## src/rtl/bram_port_arbiter_pkg.sv

```systemverilog
// -----------------------------------------------------------------------------
// bram_port_arbiter_pkg
// Shared definitions for the block-RAM port-A arbiter: the FILL/IDLE state
// encoding, default RAM geometry, and the two-way round-robin pick function
// used by the arbiter sub-module.
// Ports: none (package).
// -----------------------------------------------------------------------------
package bram_port_arbiter_pkg;

  localparam int ARB_ADDR_W = 13;
  localparam int ARB_DATA_W = 8;

  typedef enum logic {
    ST_FILL = 1'b0,
    ST_IDLE = 1'b1
  } arb_state_t;

  // Round-robin pick between two requesters. prio = 0 favours requester 0
  // when both are valid; a lone valid requester always wins.
  function automatic logic [1:0] rr_pick(input logic [1:0] valid, input logic prio);
    logic [1:0] pick;
    pick = 2'b00;
    if (valid == 2'b11) begin
      pick = prio ? 2'b10 : 2'b01;
    end else begin
      pick = valid;
    end
    return pick;
  endfunction

endpackage

```

## src/rtl/bram_port_arbiter_rr_arb2.sv

```systemverilog
// -----------------------------------------------------------------------------
// rr_arb2
// Two-way round-robin arbiter with a single priority flop. Grant is purely
// combinational from the valids; since a grant is only ever given to a valid
// requester, every grant is an accepted transfer and the priority flips to the
// requester that lost.
// Ports:
//   clk       in   clock
//   rst_n     in   async active-low reset (priority returns to requester 0)
//   i_enable  in   arbitration allowed this cycle (0 forces no grant)
//   i_valid   in   [1:0] request valids
//   o_grant   out  [1:0] one-hot grant (or zero)
// -----------------------------------------------------------------------------
module rr_arb2
  import bram_port_arbiter_pkg::*;
(
  input  logic       clk,
  input  logic       rst_n,
  input  logic       i_enable,
  input  logic [1:0] i_valid,
  output logic [1:0] o_grant
);

  logic       r_prio;
  logic [1:0] w_grant;

  always_comb begin
    w_grant = 2'b00;
    if (i_enable) begin
      w_grant = rr_pick(i_valid, r_prio);
    end
  end

  // Priority points at whoever did not get the last accepted transfer;
  // idle cycles leave it untouched.
  always_ff @(posedge clk or negedge rst_n) begin
    if (!rst_n) begin
      r_prio <= 1'b0;
    end else if (w_grant[0]) begin
      r_prio <= 1'b1;
    end else if (w_grant[1]) begin
      r_prio <= 1'b0;
    end
  end

  assign o_grant = w_grant;

endmodule

```

## src/rtl/bram_port_arbiter.sv

```systemverilog
// -----------------------------------------------------------------------------
// bram_port_arbiter
// Shares port A of an 8192x8 dual-port block RAM between two requesters with
// round-robin arbitration and a valid/ready handshake, and steers read data
// back to the requester that issued the read. A fill engine writes FILL to
// every location after reset (INIT_ON_RESET) or on init_start.
// Ports:
//   clk, rst_n                 clock, async active-low reset
//   init_start / init_busy / init_done   fill command, running flag, sticky done
//   reqN_valid/ready/we/addr/wdata       request channel, N = 0,1
//   reqN_rvalid/rdata                    read return (rdata is 0 when not valid)
//   ram_cea/wrea/ocea/reseta/ada/dina    RAM port-A controls
//   ram_douta                            RAM read data, one cycle after cea
// -----------------------------------------------------------------------------
module bram_port_arbiter
  import bram_port_arbiter_pkg::*;
#(
  parameter int                ADDR_W        = ARB_ADDR_W,
  parameter int                DATA_W        = ARB_DATA_W,
  parameter logic [DATA_W-1:0] FILL          = '0,
  parameter bit                INIT_ON_RESET = 1'b1
) (
  input  logic              clk,
  input  logic              rst_n,
  input  logic              init_start,
  output logic              init_busy,
  output logic              init_done,
  input  logic              req0_valid,
  output logic              req0_ready,
  input  logic              req0_we,
  input  logic [ADDR_W-1:0] req0_addr,
  input  logic [DATA_W-1:0] req0_wdata,
  output logic              req0_rvalid,
  output logic [DATA_W-1:0] req0_rdata,
  input  logic              req1_valid,
  output logic              req1_ready,
  input  logic              req1_we,
  input  logic [ADDR_W-1:0] req1_addr,
  input  logic [DATA_W-1:0] req1_wdata,
  output logic              req1_rvalid,
  output logic [DATA_W-1:0] req1_rdata,
  output logic              ram_cea,
  output logic              ram_wrea,
  output logic              ram_ocea,
  output logic              ram_reseta,
  output logic [ADDR_W-1:0] ram_ada,
  output logic [DATA_W-1:0] ram_dina,
  input  logic [DATA_W-1:0] ram_douta
);

  localparam logic [ADDR_W-1:0] CNT_LAST  = '1;
  localparam arb_state_t        ST_RESET  = INIT_ON_RESET ? ST_FILL : ST_IDLE;

  arb_state_t        r_state;
  logic [ADDR_W-1:0] r_cnt;
  logic              r_busy;
  logic              r_done;
  logic [1:0]        r_rd_owner;
  logic [ADDR_W-1:0] r_ada_last;
  logic [DATA_W-1:0] r_dina_last;

  logic              w_fill;
  logic              w_enable;
  logic [1:0]        w_grant;
  logic              w_cea;
  logic              w_wrea;
  logic [ADDR_W-1:0] w_ada;
  logic [DATA_W-1:0] w_dina;

  assign w_fill = (r_state == ST_FILL);

  // An init_start pulse in IDLE blocks the arbiter in the same cycle so no
  // transfer slips in just before the refill begins; rst_n keeps the readies
  // low while reset is held even when the block resets into IDLE.
  assign w_enable = (r_state == ST_IDLE) && !init_start && rst_n;

  rr_arb2 u_rr_arb2 (
    .clk      (clk),
    .rst_n    (rst_n),
    .i_enable (w_enable),
    .i_valid  ({req1_valid, req0_valid}),
    .o_grant  (w_grant)
  );

  // FILL/IDLE control: one word per FILL cycle, the last address hands over
  // to IDLE with done set. init_start is only looked at in IDLE, so a pulse
  // during a fill cannot restart the counter.
  always_ff @(posedge clk or negedge rst_n) begin
    if (!rst_n) begin
      r_state <= ST_RESET;
      r_cnt   <= '0;
      r_busy  <= INIT_ON_RESET;
      r_done  <= 1'b0;
    end else begin
      case (r_state)
        ST_FILL: begin
          if (r_cnt == CNT_LAST) begin
            r_state <= ST_IDLE;
            r_cnt   <= '0;
            r_busy  <= 1'b0;
            r_done  <= 1'b1;
          end else begin
            r_cnt <= r_cnt + 1'b1;
          end
        end
        ST_IDLE: begin
          if (init_start) begin
            r_state <= ST_FILL;
            r_cnt   <= '0;
            r_busy  <= 1'b1;
            r_done  <= 1'b0;
          end
        end
        default: begin
          r_state <= ST_IDLE;
        end
      endcase
    end
  end

  // RAM port mux. Without a grant the address and data buses keep their last
  // driven value so they do not toggle while the RAM is disabled.
  always_comb begin
    w_cea  = 1'b0;
    w_wrea = 1'b0;
    w_ada  = r_ada_last;
    w_dina = r_dina_last;
    if (w_fill) begin
      w_cea  = 1'b1;
      w_wrea = 1'b1;
      w_ada  = r_cnt;
      w_dina = FILL;
    end else if (w_grant[0]) begin
      w_cea  = 1'b1;
      w_wrea = req0_we;
      w_ada  = req0_addr;
      w_dina = req0_wdata;
    end else if (w_grant[1]) begin
      w_cea  = 1'b1;
      w_wrea = req1_we;
      w_ada  = req1_addr;
      w_dina = req1_wdata;
    end
  end

  always_ff @(posedge clk or negedge rst_n) begin
    if (!rst_n) begin
      r_ada_last  <= '0;
      r_dina_last <= '0;
    end else begin
      r_ada_last  <= w_ada;
      r_dina_last <= w_dina;
    end
  end

  // Owner of the read issued last cycle; the RAM answers one cycle after cea,
  // so this flag lines up with ram_douta. Writes never set it.
  always_ff @(posedge clk or negedge rst_n) begin
    if (!rst_n) begin
      r_rd_owner <= 2'b00;
    end else begin
      r_rd_owner <= w_grant & {~req1_we, ~req0_we};
    end
  end

  assign init_busy   = r_busy;
  assign init_done   = r_done;
  assign req0_ready  = w_grant[0];
  assign req1_ready  = w_grant[1];
  assign req0_rvalid = r_rd_owner[0];
  assign req1_rvalid = r_rd_owner[1];
  assign req0_rdata  = r_rd_owner[0] ? ram_douta : '0;
  assign req1_rdata  = r_rd_owner[1] ? ram_douta : '0;
  assign ram_cea     = w_cea;
  assign ram_wrea    = w_wrea;
  assign ram_ocea    = 1'b1;
  assign ram_reseta  = 1'b0;
  assign ram_ada     = w_ada;
  assign ram_dina    = w_dina;

endmodule

```

## config.mk

```make
export PLATFORM = sky130hd
export DESIGN_NAME = bram_port_arbiter
export DESIGN_NICKNAME = d
export VERILOG_FILES = /design/src/rtl/bram_port_arbiter_pkg.sv /design/src/rtl/bram_port_arbiter_rr_arb2.sv /design/src/rtl/bram_port_arbiter.sv
export SDC_FILE = /design/constraint.sdc
export NUM_CORES = 1
export LEC_CHECK = 0
export CELL_PAD_IN_SITES_DETAIL_PLACEMENT = 0
export CELL_PAD_IN_SITES_GLOBAL_PLACEMENT = 1
export CORE_MARGIN = 8
export CORE_UTILIZATION = 29
export DETAILED_ROUTE_END_ITERATION = 10
export PLACE_DENSITY = 0.91
export REMOVE_ABC_BUFFERS = 1
export SLEW_MARGIN = 20
export SYNTH_ARGS = -nofsm -noshare
export SYNTH_HDL_FRONTEND = slang
export SYNTH_SLANG_ARGS = --single-unit
```

## constraint.sdc

```tcl
create_clock -name clk -period 2.3 [get_ports clk]
set_clock_uncertainty 0.15 [all_clocks]
set_input_delay 0.23 -clock clk [delete_from_list [all_inputs] [get_ports clk]]
set_output_delay 0.23 -clock clk [all_outputs]
set_load 0.01 [all_outputs]
```

==> results of run 1 <==
layer usage:
layer	vias to the layer above	routed length (microns)	track usage, %
met5	-	12	0
li1	1102	-	-
met1	1076	3460	16.8
met4	2	74	3.72
met3	11	631	5.11
met2	97	3660	23.9
area by class of cell:
class / count / area (sq um) / share of cell area, %
Clock buffer: 5 / 68.8 / 1.92
Tap cell: 99 / 124 / 3.45
Inverter: 7 / 26.3 / 0.732
Multi-Input combinational cell: 180 / 1060 / 29.6
Timing Repair Buffer: 131 / 1290 / 36.0
Sequential cell: 40 / 1000 / 27.9
Clock inverter: 2 / 12.5 / 0.349
cells in the mapped netlist (all sizes together):
cell type / instances / area share [%]
a21oi: 9 / 2.1
a22o: 1 / 0.41
a31oi: 22 / 6.4
a41o: 1 / 0.47
a41oi: 1 / 0.41
and2: 16 / 4.7
and2b: 1 / 0.35
and3: 2 / 0.64
and4: 1 / 0.47
buf: 10 / 3.2
clkbuf: 9 / 1.6
conb: 2 / 0.35
dfrtp: 39 / 46
dfstp: 1 / 1.2
ha: 1 / 0.58
inv: 7 / 1.2
mux2i: 1 / 0.47
nand2: 59 / 10
nand2b: 1 / 0.29
nand3: 6 / 2.0
nand4: 7 / 3.0
nor2: 5 / 0.88
nor3: 4 / 0.94
o211ai: 1 / 0.35
o21ai: 14 / 3.3
o21bai: 1 / 0.35
o22ai: 14 / 4.1
o31ai: 1 / 0.35
o41a: 1 / 0.58
o41ai: 1 / 0.41
or4: 2 / 0.88
xnor2: 4 / 1.6
xor2: 1 / 0.41
tightest hold or removal path: cells and delay by family:
| family | cells | cell delay, ns |
|---|---|---|
| buffers and inverters | 1 | 0.14 |
| AND/OR/NAND/NOR | 2 | 0.15 |
power groups by stage:
| stage | sequential (mW) | combinational [mW] | clock (mW) |
|---|---|---|---|
| CTS | 1.05 | 0.633 | 0.474 |
| detailed placement | 1.06 | 0.645 | 0 |
| finish | 1.05 | 0.667 | 0.458 |
| global route | 1.08 | 0.731 | 0.498 |
| floorplan | 1.01 | 0.322 | 0 |
| global placement | 1.05 | 0.631 | 0 |
stage by stage:
stage | hold slack (ns) | setup TNS, ns | power (mW) | setup WS (ns)
after floorplan | -0.216 | -18.03 | 1.33 | -0.450
after global placement | -0.0985 | -5.65 | 1.68 | -0.287
after detailed placement | -0.0922 | -7.12 | 1.70 | -0.372
after CTS | 0.182 | 0 | 2.15 | 0.00150
after global routing | 0.0997 | -0.120 | 2.30 | -0.0422
final | 0.0831 | 0 | 2.17 | 0.0360
cells in the final DEF, fill, tap and decap left out, drive strengths merged, types with 4 or more instances in the layout:
cell and instances:
a31oi 22, a21oi 9, dfrtp 39, clkdlybuf4s15 15
inv 7, and2 16, nand3 6, xnor2 4
clkdlybuf4s50 74, o22ai 14, clkbuf 7, buf 34
o21ai 14, nor2 5, nand2 59, nor3 4
nand4 7
cells by family after synthesis:
kind of cell | count (synthesis) | share of synthesized area (%)
simple gates | 104 | 24.5
compound gates | 67 | 19.2
flops | 40 | 46.8
buf+inv | 26 | 6.02
xor+xnor | 5 | 2.05
other cells | 2 | 0.351
fa+ha+maj | 1 | 0.584
mux | 1 | 0.468
state kept, by name (all words and copies together), names as in the netlist:
register	flops
r_ada_last	13
r_rd_owner	2
u_rr_arb2.r_prio	1
init_busy	1
r_state	1
r_dina_last	8
init_done	1
r_cnt	13
path summary, 6_finish.rpt:
check                                 start                to  slack, ns  depth (start not counted)
hold reg to reg            u_rr_arb2.r_prio  u_rr_arb2.r_prio       0.35                          2
hold / removal                   init_start         init_busy       0.08                          3
setup / recovery                    r_state        ram_ada[7]       0.04                          7
max in group asynchronous             rst_n         init_busy       1.12                          3
setup reg to reg                   r_cnt[0]          r_cnt[9]       0.36                          5
min in group asynchronous             rst_n         r_cnt[12]       0.20                          2
what timing repair did:
| item | CTS | global route |
|---|---|---|
| cloned | 0 | 1 |
| pin swaps | 1 | 0 |
| setup buffers | 2 | 11 |
| setup endpoints to repair | 24 | 24 |
| hold buffers | 1 | 0 |
| hold endpoints to repair | 39 | 0 |
| resized for setup | 65 | 16 |
==> out/metrics.cfg, run 1 <==
[outcome]
run_status = complete, no violations

[pwr]
netSwitchingFraction_pct = 34.1
power_leakage_nw = 1.48
switching_power_mw = 0.741
comb_power_share_pct = 30.7
total_power_per_unit_cell_area_nw_per_um2 = 605
irDropWorstVdd_v = 0.000364
share_clk_of_total_power_pct = 21.1
cellInternalPower_mw = 1.43
seq_power_share_pct = 48.2

[clock_tree]
cts_root_buffer = clkbuf_8
worstSkewPairLatency_ns = 0.30
clock_path_buffers = 2
cts_tree = yes
clk_pin_slew_ns = 0.08
clock_sinks = 40
h-tree-depth = 2
cts-buffers-inserted = 5

[floorplanning]
start_util_pct = 29.7
rows = 31
fp.dieArea_sq_um = 10400
die_x_microns = 102
design.core.area_sq_um = 7210
die_height_microns = 102
count_of_pins_on_the_block_boundary = 104

[worst_setup_path]
worstPathCellList = and2b_2, nand4_1, buf_4, buf_12, o22ai_1, a31oi_1, clkdlybuf4s15_1
critPathSlowestCell = dfrtp_1
critical_path_required_ns = 1.92
critical_path.max_stage_delay_ns = 0.38
setup.worst_path.class = reg -> out
worst_setup_path_start_kind = flip-flop
worst_setup_path_end_kind = output pin
cp_num_buf_inv = 3
crit_path_max_fanout = 16
arrival_ns = 1.88
top_family_by_delay_on_critical_path = buffers and inverters

[routing]
drt-total-wl_microns = 7840
drt-vias-per-instance = 4.93
drt-initial-drc-count = 126
drtAntennaViolNets = 0
drc = 0
detailroute.via_count = 2288
routedWlPerCell_microns = 16.9
firstDrtPassIters = 4

[global_routing]
grt_antenna_before_repair = 1
grt_pass1_vias = 2252
grt_first_pass_wirelength_microns = 11700
grt_use_total_pct = 14.3
grt_remaining_overflow = 0
grt_start_max_net_pins = 34

[min_path]
worst_hold_path_type = in -> reg

[cells_and_area]
finish.instance_area_sq_um = 3590
number_of_inserted_filler_cells_in_the_final_layout = 701
nets = 423
layout-drive-gt1-share_pct = 19.5
final_util_pct = 49.7
antenna_cells_inserted = 0
layout_stage_area_growth_over_the_synthesis_result_pct = 67.6
finished_layout_cells = 464

[synth]
yosys_register_bits = 40
average_cell_area_after_synthesis_sq_um = 8.70
synth_cell_types = 41
part_of_the_yosys_area_used_for_sequential_elements_pct = 46.8
post_synth_inst_count = 246
ys_warn_count = 0
synth.cell_area_sq_um = 2140

[sta]
finalSetupViolCount = 0
final_min_period_over_clock_period_pct = 98.4
report.final.hold_viol_count = 0
fmax_mhz = 442
timing.final.max_slew_violations = 0
layout_min_cycle_time_ns = 2.26

[place]
gp_routability_congestion = 0.821
dpl_cell_area_sq_um = 3320
place_hpwl_microns = 5440
port_buffers = 101
post-place-cells = 442

[job]
maxCapViolCount = 0

(Power assumes the default switching activity.)
==> run 2: changes to the inputs <==
--- a/config.mk
+++ b/config.mk
@@ -12,6 +12,7 @@
 export DETAILED_ROUTE_END_ITERATION = 10
 export PLACE_DENSITY = 0.91
 export REMOVE_ABC_BUFFERS = 1
+export SKIP_CTS_REPAIR_TIMING = 1
 export SLEW_MARGIN = 20
 export SYNTH_ARGS = -nofsm -noshare
 export SYNTH_HDL_FRONTEND = slang
==> run 2 against run 1 <==
- critical path type is now in -> out
- highest routed layer unchanged
- first-iteration DRC count down 2.4%
- worst setup slack better by 0.11 ns
- cell count down 2.4%
==> out/metrics.cfg, run 2 (synthesized netlist as in run 1, its figures left out) <==
[place]
port_buffers = 101  ; unchanged
place_hpwl_microns = 5440  ; unchanged
gp_routability_congestion = 0.821  ; unchanged

[outcome]
run_status = complete, no violations  ; unchanged

[routing]
drt-initial-drc-count = 123  ; was 126
drc = 0  ; unchanged
drt-total-wl_microns = 7500  ; was 7840 microns
firstDrtPassIters = 4  ; unchanged
routedWlPerCell_microns = 16.6  ; was 16.9 microns
detailroute.via_count = 2285  ; was 2288
drt-vias-per-instance = 5.04  ; was 4.93
drtAntennaViolNets = 0  ; unchanged

[global_routing]
grt_pass1_vias = 2227  ; was 2252
grt_antenna_before_repair = 1  ; unchanged
grt_use_total_pct = 14.1  ; was 14.3%
grt_remaining_overflow = 0  ; unchanged
grt_start_max_net_pins = 34  ; unchanged
grt_first_pass_wirelength_microns = 11600  ; was 11700 microns

[cells_and_area]
multiInputGateArea_sq_um = 1090  ; was 1060 sq um
layout_stage_area_growth_over_the_synthesis_result_pct = 61.1  ; was 67.6%
reg.largest.list = r_ada_last: 13 flops, r_cnt: 13 flops, r_dina_last: 8 flops  ; unchanged
seqCellArea_sq_um = 1000  ; unchanged
layout-drive-gt1-share_pct = 18.9  ; was 19.5%
number_of_inserted_filler_cells_in_the_final_layout = 715  ; was 701
nets = 412  ; was 423
layout.cells.most_common_list = clkdlybuf4s50_1, nand2_1, dfrtp_1  ; unchanged
antenna_cells_inserted = 0  ; unchanged
final_util_pct = 47.8  ; was 49.7%
commonest_non_fill_non_tap_cell_in_the_layout = clkdlybuf4s50_1  ; unchanged

[pwr]
report.power.total_mw = 2.11  ; was 2.17 mW
switching_power_mw = 0.732  ; was 0.741 mW
irDropWorstVdd_v = 0.000364  ; about the same
netSwitchingFraction_pct = 34.7  ; was 34.1%
comb_power_share_pct = 28.7  ; was 30.7%
total_power_per_unit_cell_area_nw_per_um2 = 611  ; was 605 nW/um^2
share_clk_of_total_power_pct = 21.6  ; was 21.1%
cellInternalPower_mw = 1.38  ; was 1.43 mW
seq_power_share_pct = 49.6  ; was 48.2%
power_leakage_nw = 1.49  ; was 1.48 nW

[clock_tree]
cts_root_buffer = clkbuf_8  ; unchanged
h-tree-depth = 2  ; unchanged
clk_pin_slew_ns = 0.08  ; about the same
clock_path_buffers = 2  ; unchanged
clock_sinks = 40  ; unchanged
cts-buffers-inserted = 5  ; unchanged
cts_tree = yes  ; unchanged
worstSkewPairLatency_ns = 0.29  ; was 0.30 ns

[worst_setup_path]
worst_setup_path_start_kind = primary input  ; was flip-flop
r2r-start = r_cnt[0]  ; unchanged
worst_setup_path_end_kind = output pin  ; unchanged
arrival_ns = 1.77  ; was 1.88 ns
crit_path_max_fanout = 6  ; was 16
critical_path_required_ns = 1.92  ; about the same
setup.worst_path.class = in -> out  ; was reg -> out
regToRegEndpoint = r_cnt[9]  ; unchanged
worst_r2r_path_depth = 5  ; unchanged
ff2ff_setup_slack_ns = 0.36  ; about the same

[floorplanning]
start_util_pct = 29.7  ; unchanged
rows = 31  ; unchanged
count_of_pins_on_the_block_boundary = 104  ; unchanged
fp.dieArea_sq_um = 10400  ; unchanged
die_x_microns = 102  ; unchanged
design.core.area_sq_um = 7210  ; unchanged
die_height_microns = 102  ; unchanged

[sta]
fmax_mhz = 465  ; was 442 MHz
fin_hold_ws_ns = 0.0820  ; was 0.0831 ns
final_min_period_over_clock_period_pct = 93.6  ; was 98.4%
timing.final.max_slew_violations = 0  ; unchanged
layout_min_cycle_time_ns = 2.15  ; was 2.26 ns
finalSetupViolCount = 0  ; unchanged
report.final.hold_viol_count = 0  ; unchanged
grt_setup_unrepaired = no

[min_path]
hold_path_end = init_busy  ; unchanged
worst_hold_path_type = in -> reg  ; unchanged
min_from = init_start  ; unchanged
worst_hold_path.num_cells = 3  ; unchanged

[job]
maxCapViolCount = 0  ; unchanged

run 2: worst max-delay path by stage:
stage | from | slack, ns | endpoint
after global routing | r_state | 0.06 | ram_dina[2]
after CTS | init_start | -0.37 | ram_ada[10]
after detailed placement | init_start | -0.37 | ram_ada[10]
after floorplan | r_state | -0.45 | ram_ada[0]
final | req1_valid | 0.15 | ram_ada[9]
after global placement | init_start | -0.29 | ram_dina[5]
run 2: metal layers:
metal | routed length, microns | track usage (%)
met5 | 10 | 0
met1 | 3330 | 17.1
met2 | 3440 | 23.1
met3 | 647 | 5.11
met4 | 74 | 3.72
run 2: final cells by class:
| type | instances | share of cell area (%) |
|---|---|---|
| repair buffers | 120 | 32.5 |
| multi-input cells | 180 | 31.7 |
| flip-flops and latches | 40 | 29.1 |
| well taps | 99 | 3.59 |
| clock buffers | 5 | 2.00 |
| inverters | 7 | 0.762 |
| clock inverters | 2 | 0.363 |
run 2: power groups by stage:
stage / Combinational, mW / Sequential (mW) / Clock [mW]
floorplan: 0.322 / 1.01 / 0
global placement: 0.631 / 1.05 / 0
detailed placement: 0.645 / 1.06 / 0
CTS: 0.650 / 1.05 / 0.474
global route: 0.671 / 1.08 / 0.495
finish: 0.606 / 1.05 / 0.456
run 2: through the flow:
| stage | setup TNS [ns] | setup slack [ns] | std cells | instance area, sq um |
|---|---|---|---|---|
| floorplan | -18.03 | -0.450 | 227 | 2040 |
| detailed placement | -7.12 | -0.372 | 442 | 3320 |
| global placement | -5.65 | -0.287 | 442 | 3320 |
| global route | 0 | 0.0592 | 453 | 3450 |
| finish | 0 | 0.148 | 453 | 3450 |
| CTS | -7.27 | -0.373 | 449 | 3400 |
run 2: critical path: stages:
cell and delay (ns):
clkdlybuf4s50_1 0.51, nand2_1 0.08, buf_4 0.13, a41oi_1 0.23
buf_6 0.15, buf_4 0.17, a31oi_1 0.11, buf_2 0.16
==> run 3: changes to the inputs <==
--- a/config.mk
+++ b/config.mk
@@ -7,7 +7,7 @@
 export LEC_CHECK = 0
 export CELL_PAD_IN_SITES_DETAIL_PLACEMENT = 0
 export CELL_PAD_IN_SITES_GLOBAL_PLACEMENT = 1
-export CORE_MARGIN = 8
+export CORE_MARGIN = 2
 export CORE_UTILIZATION = 29
 export DETAILED_ROUTE_END_ITERATION = 10
 export PLACE_DENSITY = 0.91
==> constraint.sdc (replaced) <==
create_clock -name clk -period 2.3 [get_ports clk]
set_clock_uncertainty 0.15 [all_clocks]
set_input_delay 0.345 -clock clk [delete_from_list [all_inputs] [get_ports clk]]
set_output_delay 0.345 -clock clk [all_outputs]
set_load 0.01 [all_outputs]
==> run 3 against run 2 <==
- the run now ends with negative setup slack left
- critical path depth down 1
- die area down 22%
- non-clock buffer count up 17
- routed wire length up 2.3%
- register-to-register slack worse by 0.09 ns
- sequential share of layout area down 2.0 points
- fmax down 7.3%
==> out/metrics.cfg, run 3 (synthesized netlist as in run 1, its figures left out) <==
[clock_tree]
clock_sinks = 40  ; unchanged
cts_root_buffer = clkbuf_8  ; unchanged
cts_tree = yes  ; unchanged
clk_pin_slew_ns = 0.08  ; about the same
h-tree-depth = 2  ; unchanged
worstSkewPairLatency_ns = 0.30  ; was 0.29 ns
cts-buffers-inserted = 5  ; unchanged
clock_path_buffers = 2  ; unchanged

[pwr]
power_leakage_nw = 1.64  ; was 1.49 nW
cellInternalPower_mw = 1.57  ; was 1.38 mW
share_clk_of_total_power_pct = 25.3  ; was 21.6%
seq_power_share_pct = 44.4  ; was 49.6%
report.power.total_mw = 2.34  ; was 2.11 mW
netSwitchingFraction_pct = 33.1  ; was 34.7%
total_power_per_unit_cell_area_nw_per_um2 = 633  ; was 611 nW/um^2
switching_power_mw = 0.776  ; was 0.732 mW
irDropWorstVdd_v = 0.000471  ; was 0.000364 V
comb_power_share_pct = 30.3  ; was 28.7%

[worst_setup_path]
crit_path_max_fanout = 8  ; was 6
critical_path_required_ns = 1.80  ; was 1.92 ns
worst_setup_path_end_kind = output pin  ; unchanged
regToRegEndpoint = r_cnt[5]  ; was r_cnt[9]
worst_setup_path_start_kind = flip-flop  ; was primary input
setup.worst_path.class = reg -> out  ; was in -> out
worst_r2r_path_depth = 5  ; unchanged
ff2ff_setup_slack_ns = 0.27  ; was 0.36 ns
arrival_ns = 1.83  ; was 1.77 ns
r2r-start = r_cnt[0]  ; unchanged

[cells_and_area]
nets = 429  ; was 412
layout.cells.most_common_list = clkdlybuf4s50_1, nand2_1, dfrtp_1  ; unchanged
layout_stage_area_growth_over_the_synthesis_result_pct = 72.9  ; was 61.1%
seqCellArea_sq_um = 1000  ; unchanged
multiInputGateArea_sq_um = 1130  ; was 1090 sq um
finish.instance_area_sq_um = 3700  ; was 3450 sq um
number_of_inserted_filler_cells_in_the_final_layout = 693  ; was 715
layout-drive-gt1-share_pct = 23.1  ; was 18.9%
antenna_cells_inserted = 0  ; unchanged
reg.largest.list = r_ada_last: 13 flops, r_cnt: 13 flops, r_dina_last: 8 flops  ; unchanged
commonest_non_fill_non_tap_cell_in_the_layout = clkdlybuf4s50_1  ; unchanged

[routing]
top_layer = met4  ; was met5
drc = 0  ; unchanged
route.met2.wl_microns = 3650  ; was 3440 microns
routedWlPerCell_microns = 16.3  ; was 16.6 microns
firstDrtPassIters = 4  ; unchanged
drtAntennaViolNets = 0  ; unchanged
met3_length_microns = 560  ; was 647 microns
detailroute.via_count = 2352  ; was 2285
drt-total-wl_microns = 7680  ; was 7500 microns
drt-initial-drc-count = 181  ; was 123
m1WireLength_microns = 3400  ; was 3330 microns
drt-vias-per-instance = 4.99  ; was 5.04

[job]
maxCapViolCount = 0  ; unchanged

[place]
gp_routability_congestion = 0.825  ; was 0.821
place_hpwl_microns = 4790  ; was 5440 microns
port_buffers = 101  ; unchanged
dpl_cell_area_sq_um = 3370  ; was 3320 sq um
detailedPlace.worstSlack_ns = -0.560  ; was -0.372 ns

[sta]
grt_setup_unrepaired = yes  ; was no
fmax_mhz = 431  ; was 465 MHz
timing.final.max_slew_violations = 0  ; unchanged
finalSetupViolCount = 5  ; was 0
layout_min_cycle_time_ns = 2.32  ; was 2.15 ns
final_min_period_over_clock_period_pct = 101  ; was 93.6%
slew_headroom_pct = 66.6
postLayoutSetupSlackWorst_ns = -0.0223  ; was 0.148 ns
report.final.hold_viol_count = 0  ; unchanged
timing_worst_slew_pin_value_ns = 0.495

[floorplanning]
die_x_microns = 89.9  ; was 102 microns
fp.dieArea_sq_um = 8090  ; was 10400 sq um
count_of_pins_on_the_block_boundary = 104  ; unchanged
rows = 31  ; unchanged
design.core.area_sq_um = 7210  ; unchanged
die_height_microns = 89.9  ; was 102 microns
start_util_pct = 29.7  ; unchanged

[global_routing]
grt_start_max_net_pins = 33  ; was 34
grt_remaining_overflow = 0  ; unchanged
grt_pass1_vias = 2236  ; was 2227
grt_antenna_before_repair = 0  ; was 1
grt_first_pass_wirelength_microns = 10900  ; was 11600 microns
grt_use_total_pct = 16.6  ; was 14.1%

[min_path]
worst_hold_path_type = in -> async  ; was in -> reg

[outcome]
run_status = complete, but fails checks  ; was complete, no violations
violations = negative setup slack

==> run 3: critical path, cell delays in order, from the launching register on <==
cell,delay (ns)
dfrtp_1,0.38
and2b_2,0.23
nand4_1,0.16
buf_6,0.16
clkbuf_16,0.16
o22ai_2,0.07
a31oi_2,0.19
buf_2,0.17
==> run 3: per-layer routing <==
metal / vias up / track usage (%)
met5: - / 0
met4: 0 / 5.38
met3: 7 / 4.86
met2: 114 / 27.8
met1: 1117 / 20.7
li1: 1114 / -
==> run 3: stage by stage <==
step	utilization, %	TNS (ns)	hold slack, ns	cells
3_5_place_dp	46.7	-12.23	0.214	449
5_1_grt	51.3	-0.850	0.117	471
6_report	51.3	-0.0568	0.0890	471
2_1_floorplan	-	-20.82	-0.101	227
4_1_cts	48.3	-12.61	-0.113	457
3_3_place_gp	46.7	-11.54	0.199	449
==> run 3: how the worst max path moves through the flow <==
stage                          start          end  slack (ns)  cells after the start
after floorplan              r_state   ram_ada[0]       -0.57                      5
after global placement    init_start   ram_ada[0]       -0.52                      8
after detailed placement  init_start  ram_ada[10]       -0.56                      8
after CTS                 init_start  ram_dina[2]       -0.57                      8
after global routing         r_state   ram_ada[2]       -0.11                      7
final                        r_state   ram_ada[2]       -0.02                      7
==> run 3: area by class of cell <==
cell class                 count  area share, %
clock inverter                 3           1.15
tap                           99           3.35
inverter                       7          0.778
timing repair buffer         137           35.3
clock buffer                   5           1.86
multi-input combinational    180           30.5
sequential                    40           27.1
==> run 3: power groups by stage <==
stage	Sequential [mW]	Clock, mW	Combinational [mW]
2_1_floorplan	1.01	0	0.322
3_3_place_gp	1.03	0	0.659
3_5_place_dp	1.04	0	0.671
4_1_cts	1.03	0.605	0.681
5_1_grt	1.06	0.629	0.777
6_report	1.04	0.593	0.710
